$ cat config.mk
export PLATFORM = sky130hd
export DESIGN_NAME = eeprom_i2c_burst_ctrl
export DESIGN_NICKNAME = d
export VERILOG_FILES = /design/src/rtl/eeprom_i2c_burst_ctrl.sv
export SDC_FILE = /design/constraint.sdc
export NUM_CORES = 1
export LEC_CHECK = 0
export BUFFER_PORTS_ARGS = -buffer_cell sky130_fd_sc_hd__buf_2
export CELL_PAD_IN_SITES_DETAIL_PLACEMENT = 1
export CELL_PAD_IN_SITES_GLOBAL_PLACEMENT = 1
export CORE_MARGIN = 3
export CORE_UTILIZATION = 29
export DETAILED_ROUTE_END_ITERATION = 7
export PLACE_DENSITY = 0.53
export SLEW_MARGIN = 20
export SYNTH_ARGS = -nofsm -noshare
export SYNTH_HDL_FRONTEND = slang
export SYNTH_SLANG_ARGS = --single-unit
$ cat constraint.sdc
create_clock -name CLK -period 3 [get_ports CLK]
set_input_delay 0.15 -clock CLK [delete_from_list [all_inputs] [get_ports CLK]]
set_output_delay 0.15 -clock CLK [all_outputs]
set_load 0.05 [all_outputs]
$ cat src/rtl/eeprom_i2c_burst_ctrl.sv
// eeprom_i2c_burst_ctrl: I2C master for 24Cxx EEPROMs with page-write and sequential-read bursts.
// Each bit slot is four ticks of CLK_DIV cycles: SCL low, rise, high (sample), fall.
module eeprom_i2c_burst_ctrl #(
    parameter int         ADDR_W  = 11,
    parameter logic [3:0] DEV_ID  = 4'b1010,
    parameter logic [2:0] DEV_SEL = 3'b000,
    parameter int         CLK_DIV = 4,
    parameter int         LEN_W   = 4
) (
    input  logic              CLK,
    input  logic              RESET,
    input  logic              START,
    input  logic              RW,
    input  logic [ADDR_W-1:0] ADDR,
    input  logic [LEN_W-1:0]  LEN,
    input  logic [7:0]        WDATA,
    output logic              WDATA_REQ,
    output logic [7:0]        RDATA,
    output logic              RDATA_VALID,
    output logic              BUSY,
    output logic              DONE,
    output logic              NACK_ERR,
    output logic              SCL,
    output logic              SDA_OE,
    input  logic              SDA_IN
);
    localparam bit TWO_B = ADDR_W > 11;
    localparam int CW = $clog2(CLK_DIV);
    typedef enum logic [3:0] {IDLE, STA, DEVW, ADDRH, ADDRL, WR, RSTA, DEVR, RD, MACK, STO, FIN} state_t;
    state_t state, nxt;
    logic [CW-1:0] cnt;
    logic [1:0] q;
    logic [3:0] bc, byte_last;
    logic [LEN_W-1:0] left;
    logic [ADDR_W-1:0] addr_r;
    logic [15:0] a16;
    logic [7:0] wbuf, rx, tx;
    logic [2:0] sel;
    logic rw_r, err, nak, run, tick, slot_end, ack_slot, mid;
    assign a16 = 16'(addr_r);
    assign sel = TWO_B ? DEV_SEL : a16[10:8];
    assign run = state != IDLE && state != FIN;
    assign tick = run && cnt == CW'(CLK_DIV - 1);
    assign slot_end = tick && q == 2'd3;
    assign ack_slot = bc == 4'd8;
    assign byte_last = state == RD ? 4'd7 : 4'd8;
    assign mid = q[0] ^ q[1];
    assign BUSY = state != IDLE;
    assign DONE = state == FIN;
    assign NACK_ERR = DONE && err;
    // The first cycle of a write byte passes WDATA straight through so SDA is right from Q0
    assign WDATA_REQ = state == WR && bc == 4'd0 && q == 2'd0 && cnt == '0;
    always_comb begin
        tx = state == DEVW  ? {DEV_ID, sel, 1'b0} :
             state == DEVR  ? {DEV_ID, sel, 1'b1} :
             state == ADDRH ? a16[15:8] :
             state == ADDRL ? a16[7:0] :
             WDATA_REQ      ? WDATA : wbuf;
    end
    always_comb begin
        SCL = 1'b1;
        SDA_OE = 1'b0;
        case (state)
            STA: begin
                SCL = ~q[1];
                SDA_OE = q != 2'd0;
            end
            RSTA: begin
                SCL = mid;
                SDA_OE = q[1];
            end
            STO: begin
                SCL = q != 2'd0;
                SDA_OE = ~q[1];
            end
            DEVW, ADDRH, ADDRL, WR, DEVR: begin
                SCL = mid;
                SDA_OE = !ack_slot && !tx[3'd7 - bc[2:0]];
            end
            RD: SCL = mid;
            MACK: begin
                SCL = mid;
                SDA_OE = left != '0;
            end
            default: ;
        endcase
    end
    always_comb begin
        nxt = state;
        if (state == IDLE)
            nxt = START ? STA : IDLE;
        else if (state == FIN)
            nxt = IDLE;
        else if (slot_end)
            case (state)
                STA:   nxt = DEVW;
                DEVW:  nxt = !ack_slot ? DEVW : nak ? STO : TWO_B ? ADDRH : ADDRL;
                ADDRH: nxt = !ack_slot ? ADDRH : nak ? STO : ADDRL;
                ADDRL: nxt = !ack_slot ? ADDRL : nak ? STO : rw_r ? RSTA : WR;
                WR:    nxt = !ack_slot ? WR : (nak || left == '0) ? STO : WR;
                RSTA:  nxt = DEVR;
                DEVR:  nxt = !ack_slot ? DEVR : nak ? STO : RD;
                RD:    nxt = bc == 4'd7 ? MACK : RD;
                MACK:  nxt = left == '0 ? STO : RD;
                STO:   nxt = FIN;
                default: nxt = IDLE;
            endcase
    end
    always_ff @(posedge CLK or negedge RESET)
        if (!RESET) state <= IDLE;
        else state <= nxt;
    always_ff @(posedge CLK or negedge RESET) begin
        if (!RESET) begin
            cnt <= '0;
            q <= '0;
            bc <= '0;
            left <= '0;
            addr_r <= '0;
            rw_r <= 1'b0;
            err <= 1'b0;
            nak <= 1'b0;
            wbuf <= '0;
            rx <= '0;
            RDATA <= '0;
            RDATA_VALID <= 1'b0;
        end else begin
            cnt <= (tick || !run) ? '0 : cnt + 1'b1;
            q <= !run ? 2'd0 : tick ? q + 2'd1 : q;
            if (!run || (slot_end && (nxt != state || bc == byte_last)))
                bc <= '0;
            else if (slot_end)
                bc <= bc + 4'd1;
            RDATA_VALID <= 1'b0;
            if (state == IDLE && START) begin
                addr_r <= ADDR;
                rw_r <= RW;
                left <= LEN;
                err <= 1'b0;
            end else if (slot_end && ack_slot && nak)
                err <= 1'b1;
            if (slot_end && ((state == WR && ack_slot) || state == MACK) && left != '0)
                left <= left - 1'b1;
            if (tick && q == 2'd2 && ack_slot)
                nak <= SDA_IN;
            if (WDATA_REQ)
                wbuf <= WDATA;
            if (state == RD && tick && q == 2'd2) begin
                rx <= {rx[6:0], SDA_IN};
                if (bc == 4'd7) begin
                    RDATA <= {rx[6:0], SDA_IN};
                    RDATA_VALID <= 1'b1;
                end
            end
        end
    end
endmodule

Word level (Yosys, flattened, before mapping):

Index checks and enable logic that the tools add are counted.

* register bits after elaboration: 54
* latch bits: 0
* RAM bits: 0
* memory bits (read-only): 0
* bits of input ports: 28
* output and inout bits: 15
* word-level logic and storage cells: 120
* memories: 0

* $add $sub $neg: 5
* multiply operators: 0
* divide/modulo/power cells: 0
* order comparisons: 1
* eq/ne operators: 20
* shift operators: 0
* multiplexer cells: 38
* bitwise logic cells: 2
* reductions and logical operators: 41

Operators by type and width (number)
* $mux W4: 16
* $mux W8: 5
* $pmux W4 S10: 1
* $eq A4 B3 Y1 const B: 5
* $eq A4 B4 Y1 const B: 5
* $logic_and A1 B1 Y1: 19
* $logic_not A4 Y1: 3
* $mux W2: 6
* $eq A4 B2 Y1 const B: 2
* $reduce_bool A2 Y1: 4
* $reduce_bool A4 Y1: 2
* $reduce_or A8 Y1: 1
* $mux W1: 7
* $eq A2 B2 Y1 const B: 3
* $logic_or A1 B1 Y1: 5
* $pmux W1 S5: 1
* $reduce_or A5 Y1: 1
* $add A2 B1 Y2 const B: 2
* $add A4 B1 Y4 const B: 1
* $eq A4 B1 Y1 const B: 1
* $eq A4 B4 Y1: 1
* $logic_not A2 Y1: 2
* $lt A3 B4 Y1 const B: 1
* $ne A4 B4 Y1: 1
* other kinds (10): 12

Depth between registers and ports, before layout:

Gate-level depths: netlist (run 1).

* depth in word-level cells: 14
* depth in mapped cells: 10
* mapped depth without buffers: 9

Least setup slack after synthesis (run 1):

Ideal clock, no wire load.

* path kind: register -> output
* start point: register bc[1]
* end point: output port SDA_OE
* arrival: 3.406 ns
* required time: 2.850 ns
* setup slack: -0.556 ns
* stages on the path, launching flop included: 11
* buffers on the path: 1
* path through: dfrtp_1 > clkbuf_1 > inv_1 > ha_1 > nand3b_1 > nor4_4 > mux2_2 > o21ba_2 > or4_1 > nand4_1 > a41o_1

* longest elaborated chain between the ends: 14
* elaborated cells between the ends (all ways): 17
* those cells by class: add/sub: 1; eq/ne: 1; mux: 8; reduce/logical: 7

Ends and longest elaborated chain
* start, declared: RTL line 33 `logic [3:0] bc, byte_last;`
* start signal, assigned: RTL line 132 `bc <= bc + 4'd1;`
* $logic_not A4 Y1: RTL line 52 `assign WDATA_REQ = state == WR && bc == 4'd0 && q == 2'd0 && cnt == '0;`
* $logic_and A1 B1 Y1 (3 in a row): RTL line 52
* named net WDATA_REQ: RTL line 17 `output logic WDATA_REQ,`
* $mux W8: RTL line 58 `WDATA_REQ ? WDATA : wbuf;`
* $mux W8: RTL line 57 `state == ADDRL ? a16[7:0] :`
* $mux W8: RTL line 56 `state == ADDRH ? a16[15:8] :`
* $mux W8: RTL line 55 `state == DEVR ? {DEV_ID, sel, 1'b1} :`
* $mux W8: RTL line 54 `tx = state == DEVW ? {DEV_ID, sel, 1'b0} :`
* $bmux W1 S3: RTL line 78 `SDA_OE = !ack_slot && !tx[3'd7 - bc[2:0]];`
* $mux W1 (implied by the code): RTL line 78
* $logic_not A1 Y1: RTL line 78
* $logic_and A1 B1 Y1: RTL line 78
* $pmux W1 S5: RTL line 63 `case (state)`
* end, declared: RTL line 24 `output logic SDA_OE,`

The timed path passes the listed nets, and every way through them passes these cells. The select of a mux whose other input is x is not followed.

Final worst setup path (run 1):

* start point: register q[0]
* end point: output port SDA_OE

* longest elaborated chain between the ends: 13
* elaborated cells between the ends (all ways): 14
* those cells by class: mux: 8; reduce/logical: 6

Ends and longest elaborated chain
* start, declared: RTL line 32 `logic [1:0] q;`
* start signal, assigned: RTL line 128 `q <= !run ? 2'd0 : tick ? q + 2'd1 : q;`
* $logic_not A2 Y1: RTL line 52
* $logic_and A1 B1 Y1 (2 in a row): RTL line 52
* $mux W8: RTL line 58
* $mux W8: RTL line 57
* $mux W8: RTL line 56
* $mux W8: RTL line 55
* $mux W8: RTL line 54
* $bmux W1 S3: RTL line 78
* $mux W1 (implied by the code): RTL line 78
* $logic_not A1 Y1: RTL line 78
* $logic_and A1 B1 Y1: RTL line 78
* $pmux W1 S5 *: RTL line 63

Mark *: on every way between the ends. The rest lies on a longest branch, timed or not. The select of a mux whose other input is x is not followed.

==> results of run 1 <==
==> cell type report <==
type / count / area [um^2] / share of cell area
Clock buffer: 5 / 68.8 / 0.0172
Tap cell: 136 / 170 / 0.0426
Clock inverter: 3 / 43.8 / 0.0110
Sequential cell: 54 / 1350 / 0.338
Multi-Input combinational cell: 265 / 1730 / 0.432
Inverter: 18 / 70.1 / 0.0175
Timing Repair Buffer: 84 / 564 / 0.141
==> cells by family (layout without fill, tap and decap cells) <==
family,after synthesis,in the layout,share of synthesized area
fa+ha+maj,8,8,0.0316
simple gates,159,159,0.248
flops,54,54,0.427
buf+inv,36,110,0.0454
xor+xnor,1,1,0.00277
mux,22,22,0.0774
compound gates,75,75,0.168
==> final timing paths <==
check | endpoint | depth (start not counted) | startpoint
min in group asynchronous | wbuf[3]$_DFF_PN0_ | 2 | RESET
min | addr_r[6]$_DFFE_PN0P_ | 3 | ADDR[6]
min reg2reg | RDATA[6]$_DFFE_PN0P_ | 2 | RDATA[6]$_DFFE_PN0P_
max | SDA_OE | 11 | q[0]$_DFFE_PN0P_
max in group asynchronous | addr_r[2]$_DFFE_PN0P_ | 3 | RESET
max reg2reg | bc[0]$_DFFE_PN0P_ | 10 | state[0]$_DFF_PN0_
==> flip-flops by register name (all words and copies together) (netlist names) <==
| name | count |
|---|---|
| q | 2 |
| rw_r | 1 |
| rx | 7 |
| wbuf | 8 |
| cnt | 2 |
| state | 4 |
| nak | 1 |
| addr_r | 11 |
| bc | 4 |
| err | 1 |
| left | 4 |
| RDATA | 8 |
| RDATA_VALID | 1 |
==> tightest hold or removal path: cells and delay by family <==
family	cells	cell delay (ps)
buffers and inverters	1	70
and+or+nand+nor	2	80
==> power by group through the flow <==
| stage | registers, W | logic, W | clock network (W) |
|---|---|---|---|
| 2_1_floorplan | 0.00100 | 0.000906 | 0 |
| 3_3_place_gp | 0.00104 | 0.00129 | 0 |
| 3_5_place_dp | 0.00105 | 0.00132 | 0 |
| 4_1_cts | 0.00103 | 0.00142 | 0.000531 |
| 5_1_grt | 0.00105 | 0.00157 | 0.000561 |
| 6_report | 0.00103 | 0.00142 | 0.000512 |
==> per-stage QoR <==
stage,setup WS (ps),total power [W],util
after global placement,92.8,0.00233,0.360
after global routing,-188,0.00319,0.382
after CTS,-21.0,0.00298,0.381
after floorplan,-435,0.00191,-
final,-19.7,0.00296,0.382
after detailed placement,-7.90,0.00236,0.361
==> cells in the final DEF (no fill, tap or decap), types with 6 or more instances in the layout <==
cell	n
a21oi_1	8
a31oi_1	6
buf_2	40
buf_4	38
dfrtp_1	54
ha_1	6
inv_1	13
mux2_2	15
nand2_1	77
nand2b_1	6
nand3_1	6
nor2_1	26
nor3_1	9
o21ai_0	15
==> what timing repair did <==
item,CTS,global route
pin swaps,5,0
buffers inserted,6,1
hold endpoints to repair,44,0
resized for setup,14,0
setup endpoints to repair,1,1
hold buffers,1,0
==> per-layer routing <==
| metal | vias up | GRT usage |
|---|---|---|
| met3 | 6 | 0.0225 |
| met4 | 0 | 0.0337 |
| met5 | - | 0 |
| li1 | 1403 | - |
| met1 | 1483 | 0.234 |
| met2 | 47 | 0.264 |
==> flow_metrics.env, run 1 <==
export IMPL_ys_top_cells_by_area="dfrtp_1 43%, nand2_1 9.1%, mux2_2 5.7%"
export IMPL_rrSetupSlack_ps=290
export IMPL_clock_path_buffers=2
export IMPL_ys_types=66
export IMPL_antenna_found_initial=0
export IMPL_required_ps=2850
export IMPL_synth_top_area_share=0.427
export IMPL_max_freq_mhz=331
export IMPL_numCtsBuffers=5
export IMPL_clock_sinks=54
export IMPL_post_drt_via_cell_ratio=5.20
export IMPL_routedWlPerCell_um=17.5
export IMPL_power_frac_clock=0.173
export IMPL_max_cap_violations=0
export IMPL_cts_tree="built"
export IMPL_setup_viol=1
export IMPL_ios=43
export IMPL_ys_async_sr_fraction=1.00
export IMPL_violations="negative setup slack"
export IMPL_netlist_top_cells_count="77 x nand2_1, 54 x dfrtp_1, 27 x nor2_1, 17 x inv_1"
export IMPL_drive_above_1_share=0.308
export IMPL_internal_power_w=0.00176
export IMPL_cts_max_level=2
export IMPL_path_cells="inv_2, ha_4, nand2b_4, nor4_4, buf_4, mux2_4, o21ba_2, or4_1, nand4_1, a41o_4, buf_8"
export IMPL_cpMaxStageDelayCell="or4_1"
export IMPL_critPathKind="flop to output pin"
export IMPL_grt_pass1_vias=3134
export IMPL_grt_pass1_wl_mm=16.5
export IMPL_synth_yosys_seq_area_share=0.427
export IMPL_fin_cells=565
export IMPL_cts_root_buf="clkbuf_8"
export IMPL_power_leakage_nw=1.88
export IMPL_synth_warnings=0
export IMPL_p_comb_frac=0.479
export IMPL_grt_max_degree=46
export IMPL_dpl_cell_count=549
export IMPL_met2_length_mm=4.61
export IMPL_path_clk_slew_ps=100
export IMPL_hold_viol=0
export IMPL_whs_ps=21.3
export IMPL_synth_seq_cells=54
export IMPL_die_x_um=111
export IMPL_fillCellCount=1257
export IMPL_outcome="complete, but fails checks"
export IMPL_cp_top_family="simple AND/OR/NAND/NOR gates"
export IMPL_switching_share=0.406
export IMPL_drtAntennaViolNets=0
export IMPL_placed_cell_area_mm2=0.00377
export IMPL_postLayoutCellArea_mm2=0.00400
export IMPL_hp_class="input port to flop"
export IMPL_routed_top_layer="met4"
export IMPL_syn_area_per_cell_um2=8.92
export IMPL_port_buffers=42
export IMPL_period_share=1.01
export IMPL_rsz0062_at_grt="true"
export IMPL_coreArea_mm2=0.0105
export IMPL_crit_fanout=3
export IMPL_final_max_slew_viol_count=0
export IMPL_synth_nets=391
export IMPL_rows=37
export IMPL_overflow=0
export IMPL_nNetsFinal=464
export IMPL_drtIter0Drc=148
export IMPL_clk_latency_ps=310
export IMPL_fin_skew_ps=11.4
export IMPL_worstSetupEndpointType="output pin"
export IMPL_wl_met3_um=298
export IMPL_routed_wl_mm=9.87
export IMPL_die_area_mm2=0.0122
export IMPL_pwr_share_seq=0.348
export IMPL_cp_arrival_ps=2870
export IMPL_synth_edff_count=0
export IMPL_fin_ws_ps=-19.7
export IMPL_synth_flop_cell="dfrtp_1"
export IMPL_place_gp_congestion=0.870
export IMPL_synth_most_common_cell="nand2_1"
export IMPL_start_kind="flop"
export IMPL_vias=2939
export IMPL_synth_top_area_cell="dfrtp_1"
export IMPL_syn_instance_count=355
export IMPL_drc=0
export IMPL_dr_pass1_iters=4
export IMPL_post_route_min_period_ps=3020
export IMPL_slew_headroom=0.561
export IMPL_p_per_area_mw_per_mm2=740
export IMPL_critPathBufInv=3
export IMPL_track_usage=0.163
export IMPL_dp_hpwl_mm=7.59
export IMPL_start_util=0.303
export IMPL_slowest_delay_ps=460
export IMPL_syn_area_mm2=0.00317
export IMPL_area_delta_synth_final_pct=26.1
export IMPL_fin_setup_tns_ps=-19.7
export IMPL_switchingPower_w=0.00120
export IMPL_diodes=0
export IMPL_worst_slew_pin_slew_ps=659
export IMPL_ir_drop_mv=0.258
export IMPL_wirelength_met1_mm=4.90
export IMPL_die_h_um=111
No activity file was read; power rests on OpenSTA's default activity.
==> run 2: changes to the inputs <==
Settings changed: RECOVER_POWER set to 100.
==> flow_metrics.env, run 2 (synthesis results as in run 1) <==
export IMPL_die_h_um=111
export IMPL_clock_sinks=54
export IMPL_clock_path_buffers=2
export IMPL_die_area_mm2=0.0122
export IMPL_crit_fanout=3
export IMPL_setup_viol=1
export IMPL_reg_top3="addr_r: 11 flops, RDATA: 8 flops, wbuf: 8 flops"
export IMPL_required_ps=2850
export IMPL_rsz0062_at_grt="true"
export IMPL_start_kind="flop"
export IMPL_power_leakage_nw=1.84
export IMPL_cp_arrival_ps=2870
export IMPL_largest_register="addr_r"
export IMPL_routed_wl_mm=9.86
export IMPL_period_share=1.01
export IMPL_cts_root_buf="clkbuf_8"
export IMPL_track_usage=0.163
export IMPL_ir_drop_mv=0.261
export IMPL_routedWlPerCell_um=17.4
export IMPL_path_clk_slew_ps=100
export IMPL_switching_share=0.406
export IMPL_hold_viol=0
export IMPL_worst_slew_pin_slew_ps=1180
export IMPL_clk_latency_ps=310
export IMPL_diodes=0
export IMPL_fin_cells=565
export IMPL_nNetsFinal=464
export IMPL_final_cell_mix="77 x nand2_1, 54 x dfrtp_1, 36 x buf_4"
export IMPL_total_power_w=0.00296
export IMPL_port_buffers=42
export IMPL_p_comb_frac=0.478
export IMPL_numCtsBuffers=5
export IMPL_ios=43
export IMPL_max_cap_violations=0
export IMPL_whs_ps=20.8
export IMPL_antenna_found_initial=0
export IMPL_cts_tree="built"
export IMPL_switchingPower_w=0.00120
export IMPL_area_delta_synth_final_pct=25.6
export IMPL_power_frac_clock=0.174
export IMPL_dr_pass1_iters=4
export IMPL_dpl_cell_count=549
export IMPL_internal_power_w=0.00176
export IMPL_post_drt_via_cell_ratio=5.19
export IMPL_grt_max_degree=46
export IMPL_pwr_share_seq=0.348
export IMPL_drive_above_1_share=0.284
export IMPL_cts_max_level=2
export IMPL_drc=0
export IMPL_coreArea_mm2=0.0105
export IMPL_place_gp_congestion=0.870
export IMPL_overflow=0
export IMPL_outcome="complete, but fails checks"
export IMPL_p_per_area_mw_per_mm2=743
export IMPL_rrSetupSlack_ps=300
export IMPL_grt_pass1_vias=3134
export IMPL_post_route_min_period_ps=3020
export IMPL_die_x_um=111
export IMPL_drtIter0Drc=137
export IMPL_largest_reg_flops=11
export IMPL_fin_setup_tns_ps=-24.9
export IMPL_fin_ws_ps=-24.9
export IMPL_violations="negative setup slack"
export IMPL_critPathKind="flop to output pin"
export IMPL_vias=2933
export IMPL_worstSetupEndpointType="output pin"
export IMPL_max_freq_mhz=331
export IMPL_start_util=0.303
export IMPL_final_max_slew_viol_count=0
export IMPL_dp_hpwl_mm=7.59
export IMPL_slew_headroom=0.213
export IMPL_drtAntennaViolNets=0
export IMPL_rows=37
export IMPL_grt_pass1_wl_mm=16.5
export IMPL_layout_commonest_cell="nand2_1"
export IMPL_fin_skew_ps=8.87
export IMPL_hp_class="input port to flop"
-- run 2: cell count changes in the layout (fill, tap and decap cells not counted), sizes merged --
| cell | previous run | this run |
|---|---|---|
| buf | 83 | 72 |
| clkbuf | 5 | 16 |
-- run 2: worst paths after layout --
path / end / start / cells past startpoint
min in group asynchronous: wbuf[3]$_DFF_PN0_ / RESET / 2
worst max-delay path: SDA_OE / q[0]$_DFFE_PN0P_ / 11
worst max register to register: bc[0]$_DFFE_PN0P_ / state[0]$_DFF_PN0_ / 10
worst min register to register: RDATA[6]$_DFFE_PN0P_ / RDATA[6]$_DFFE_PN0P_ / 2
max in group asynchronous: addr_r[2]$_DFFE_PN0P_ / RESET / 3
worst min-delay path: addr_r[6]$_DFFE_PN0P_ / ADDR[6] / 3
-- run 2: timing repair --
item | in CTS | in global routing
endpoints found under the setup margin | 1 | 1
hold buffers | 1 | 0
pin swaps | 5 | 0
buffers inserted | 6 | 1
hold endpoints to repair | 44 | 0
gates resized for setup | 14 | 0
-- run 2: worst max-delay path: stages, from the launching register on --
cell and delay (ps):
dfrtp_1 410, inv_2 90, ha_4 150, nand2b_4 60, nor4_4 250, buf_4 170, mux2_4 300, o21ba_2 210
or4_1 460, nand4_1 100, a41o_4 230, buf_8 140
-- run 2: stage by stage --
step | instance area, um^2 | setup slack, ps | util
after floorplan | 3210 | -435 | -
after global placement | 3770 | 92.8 | 0.360
after CTS | 3990 | -21.0 | 0.381
after detailed placement | 3770 | -7.90 | 0.361
final | 3980 | -24.9 | 0.380
after global routing | 3980 | -188 | 0.380
-- run 2: area by class of cell --
class / instances / area, um^2
inverter: 18 / 70.1
sequential: 54 / 1350
timing repair buffer: 84 / 547
clock buffer: 5 / 68.8
multi-input combinational: 265 / 1730
tap: 136 / 170
clock inverter: 3 / 43.8
fill: 1261 / 6480
-- run 2: power groups by stage --
stage / clock network, W / registers (W) / logic [W]
3_5_place_dp: 0 / 0.00105 / 0.00132
2_1_floorplan: 0 / 0.00100 / 0.000906
5_1_grt: 0.000561 / 0.00105 / 0.00157
3_3_place_gp: 0 / 0.00104 / 0.00129
6_report: 0.000514 / 0.00103 / 0.00141
4_1_cts: 0.000531 / 0.00103 / 0.00142
-- run 2: per-layer routing --
layer	global-route usage	up-vias	wire (um)
li1	-	1399	-
met1	0.234	1476	4830
met2	0.264	52	4660
met3	0.0225	6	310
met4	0.0337	0	53
met5	0	-	0
==> run 3: changes to the inputs <==
Settings changed: BUFFER_PORTS_ARGS -buffer_cell sky130_fd_sc_hd__buf_2 to -buffer_cell sky130_fd_sc_hd__buf_4.
==> flow_metrics.env, run 3 (synthesis results as in run 1) <==
export IMPL_outcome="finished, final reports clean"
export IMPL_max_cap_violations=0
export IMPL_track_usage=0.165
export IMPL_worstHoldEndpoint="addr_r[3]$_DFFE_PN0P_"
export IMPL_clk_latency_ps=300
export IMPL_fin_util=0.392
export IMPL_grt_max_degree=55
export IMPL_coreArea_mm2=0.0105
export IMPL_dr_pass1_iters=4
export IMPL_max_freq_mhz=334
export IMPL_crit_fanout=3
export IMPL_final_max_slew_viol_count=0
export IMPL_drc=0
export IMPL_largest_register="addr_r"
export IMPL_p_per_area_mw_per_mm2=720
export IMPL_start_kind="flop"
export IMPL_grt_pass1_wl_mm=16.7
export IMPL_postLayoutCellArea_mm2=0.00410
export IMPL_die_x_um=111
export IMPL_register_area_mm2=0.00135
export IMPL_dp_hpwl_mm=7.48
export IMPL_clock_path_buffers=2
export IMPL_hp_class="input port to flop"
export IMPL_final_cell_mix="77 x nand2_1, 68 x buf_4, 52 x dfrtp_1"
export IMPL_multi_input_area_mm2=0.00174
export IMPL_cts_root_buf="clkbuf_8"
export IMPL_fillCellCount=1248
export IMPL_total_power_w=0.00295
export IMPL_layout_commonest_cell="nand2_1"
export IMPL_dp_slack_ps=46.4
export IMPL_power_leakage_nw=1.89
export IMPL_setup_viol=0
export IMPL_slew_headroom=0.0456
export IMPL_worstSetupEndpointType="output pin"
export IMPL_worst_slew_pin_slew_ps=1430
export IMPL_ios=43
export IMPL_die_h_um=111
export IMPL_fin_setup_tns_ps=0
export IMPL_drive_above_1_share=0.293
export IMPL_diodes=0
export IMPL_cp_arrival_ps=2850
export IMPL_rrSetupSlack_ps=160
export IMPL_fin_ws_ps=2.39
export IMPL_ir_drop_mv=0.323
export IMPL_rsz0062_at_grt="true"
export IMPL_rr_worst_depth=11
export IMPL_drtIter0Drc=184
export IMPL_fin_skew_ps=5.95
export IMPL_overflow=0
export IMPL_reg_top3="addr_r: 11 flops, RDATA: 8 flops, wbuf: 8 flops"
export IMPL_clock_sinks=54
export IMPL_worstReg2RegStart="state[0]$_DFF_PN0_"
export IMPL_placed_cell_area_mm2=0.00386
export IMPL_period_share=0.999
export IMPL_r2r_end="bc[0]$_DFFE_PN0P_"
export IMPL_largest_reg_flops=11
export IMPL_start_util=0.303
export IMPL_hold_start="ADDR[3]"
export IMPL_antenna_found_initial=0
export IMPL_critPathKind="flop to output pin"
export IMPL_grt_pass1_vias=3115
export IMPL_rows=37
export IMPL_vias=2924
export IMPL_drtAntennaViolNets=0
export IMPL_hold_viol=0
export IMPL_numCtsBuffers=5
export IMPL_crit_path_start="q[0]$_DFFE_PN0P_"
export IMPL_required_ps=2850
export IMPL_post_drt_via_cell_ratio=5.17
export IMPL_cts_tree="built"
export IMPL_worstHoldPathCells=3
export IMPL_path_clk_slew_ps=100
export IMPL_nNetsFinal=465
export IMPL_place_gp_congestion=0.831
export IMPL_port_buffers=42
export IMPL_routed_wl_mm=10.1
export IMPL_cts_max_level=2
export IMPL_routedWlPerCell_um=17.8
export IMPL_die_area_mm2=0.0122
export IMPL_area_delta_synth_final_pct=29.4
export IMPL_post_route_min_period_ps=3000
run 3: changes by cell type in the layout (fill, tap and decap cells not counted), sizes merged:
cell	delta
bufinv	-1
bufbuf	+1
inv	-1
buf	+1
clkbuf	+1
run 3: worst max-delay path, stage by stage, from the launching register on:
cell	delay [ps]
dfrtp_1	400
inv_2	80
ha_4	150
nand2b_4	60
nor4_4	250
buf_4	170
buf_4	120
buf_4	100
mux2_4	150
o211ai_1	90
o311a_1	140
or4_4	420
a41o_4	280
buf_8	150
run 3: worst max path at each step:
stage                   to  slack (ps)
floorplan           SDA_OE        -440
global placement    SDA_OE         130
detailed placement  SDA_OE          50
CTS                 SDA_OE          -3
global route        SDA_OE        -160
finish              SDA_OE           2
run 3: power breakdown:
part           internal, W  total, W  switching [W]
clock network     0.000187  0.000434       0.000246
registers         0.000896   0.00105       0.000152
logic             0.000682   0.00147       0.000786
run 3: timing repair:
action	CTS	global route
hold buffers	1	0
gates resized for setup	15	2
buffers inserted	10	1
gates cloned	1	0
hold endpoints to repair	54	0
pin swaps	6	0
setup endpoints to repair	1	4
run 3: area by class of cell:
type | instances | share of cell area
Inverter | 18 | 0.0171
Sequential cell | 54 | 0.330
Tap cell | 136 | 0.0415
Clock inverter | 1 | 0.00122
Clock buffer | 7 | 0.0211
Timing Repair Buffer | 85 | 0.163
Multi-Input combinational cell | 265 | 0.426
run 3: layer usage:
| metal | wire length (um) | part of all wire | global-route usage |
|---|---|---|---|
| met1 | 4870 | 0.48 | 0.231 |
| met2 | 4780 | 0.47 | 0.273 |
| met3 | 368 | 0.036 | 0.0258 |
| met4 | 71 | 0.0070 | 0.0263 |
| met5 | 0 | 0 | 0 |
run 3: through the flow:
step / std cells / hold WS [ps]
floorplan: 355 / -146
global placement: 545 / 261
detailed placement: 545 / 265
CTS: 565 / 20.4
global route: 566 / 17.9
finish: 566 / 25.8
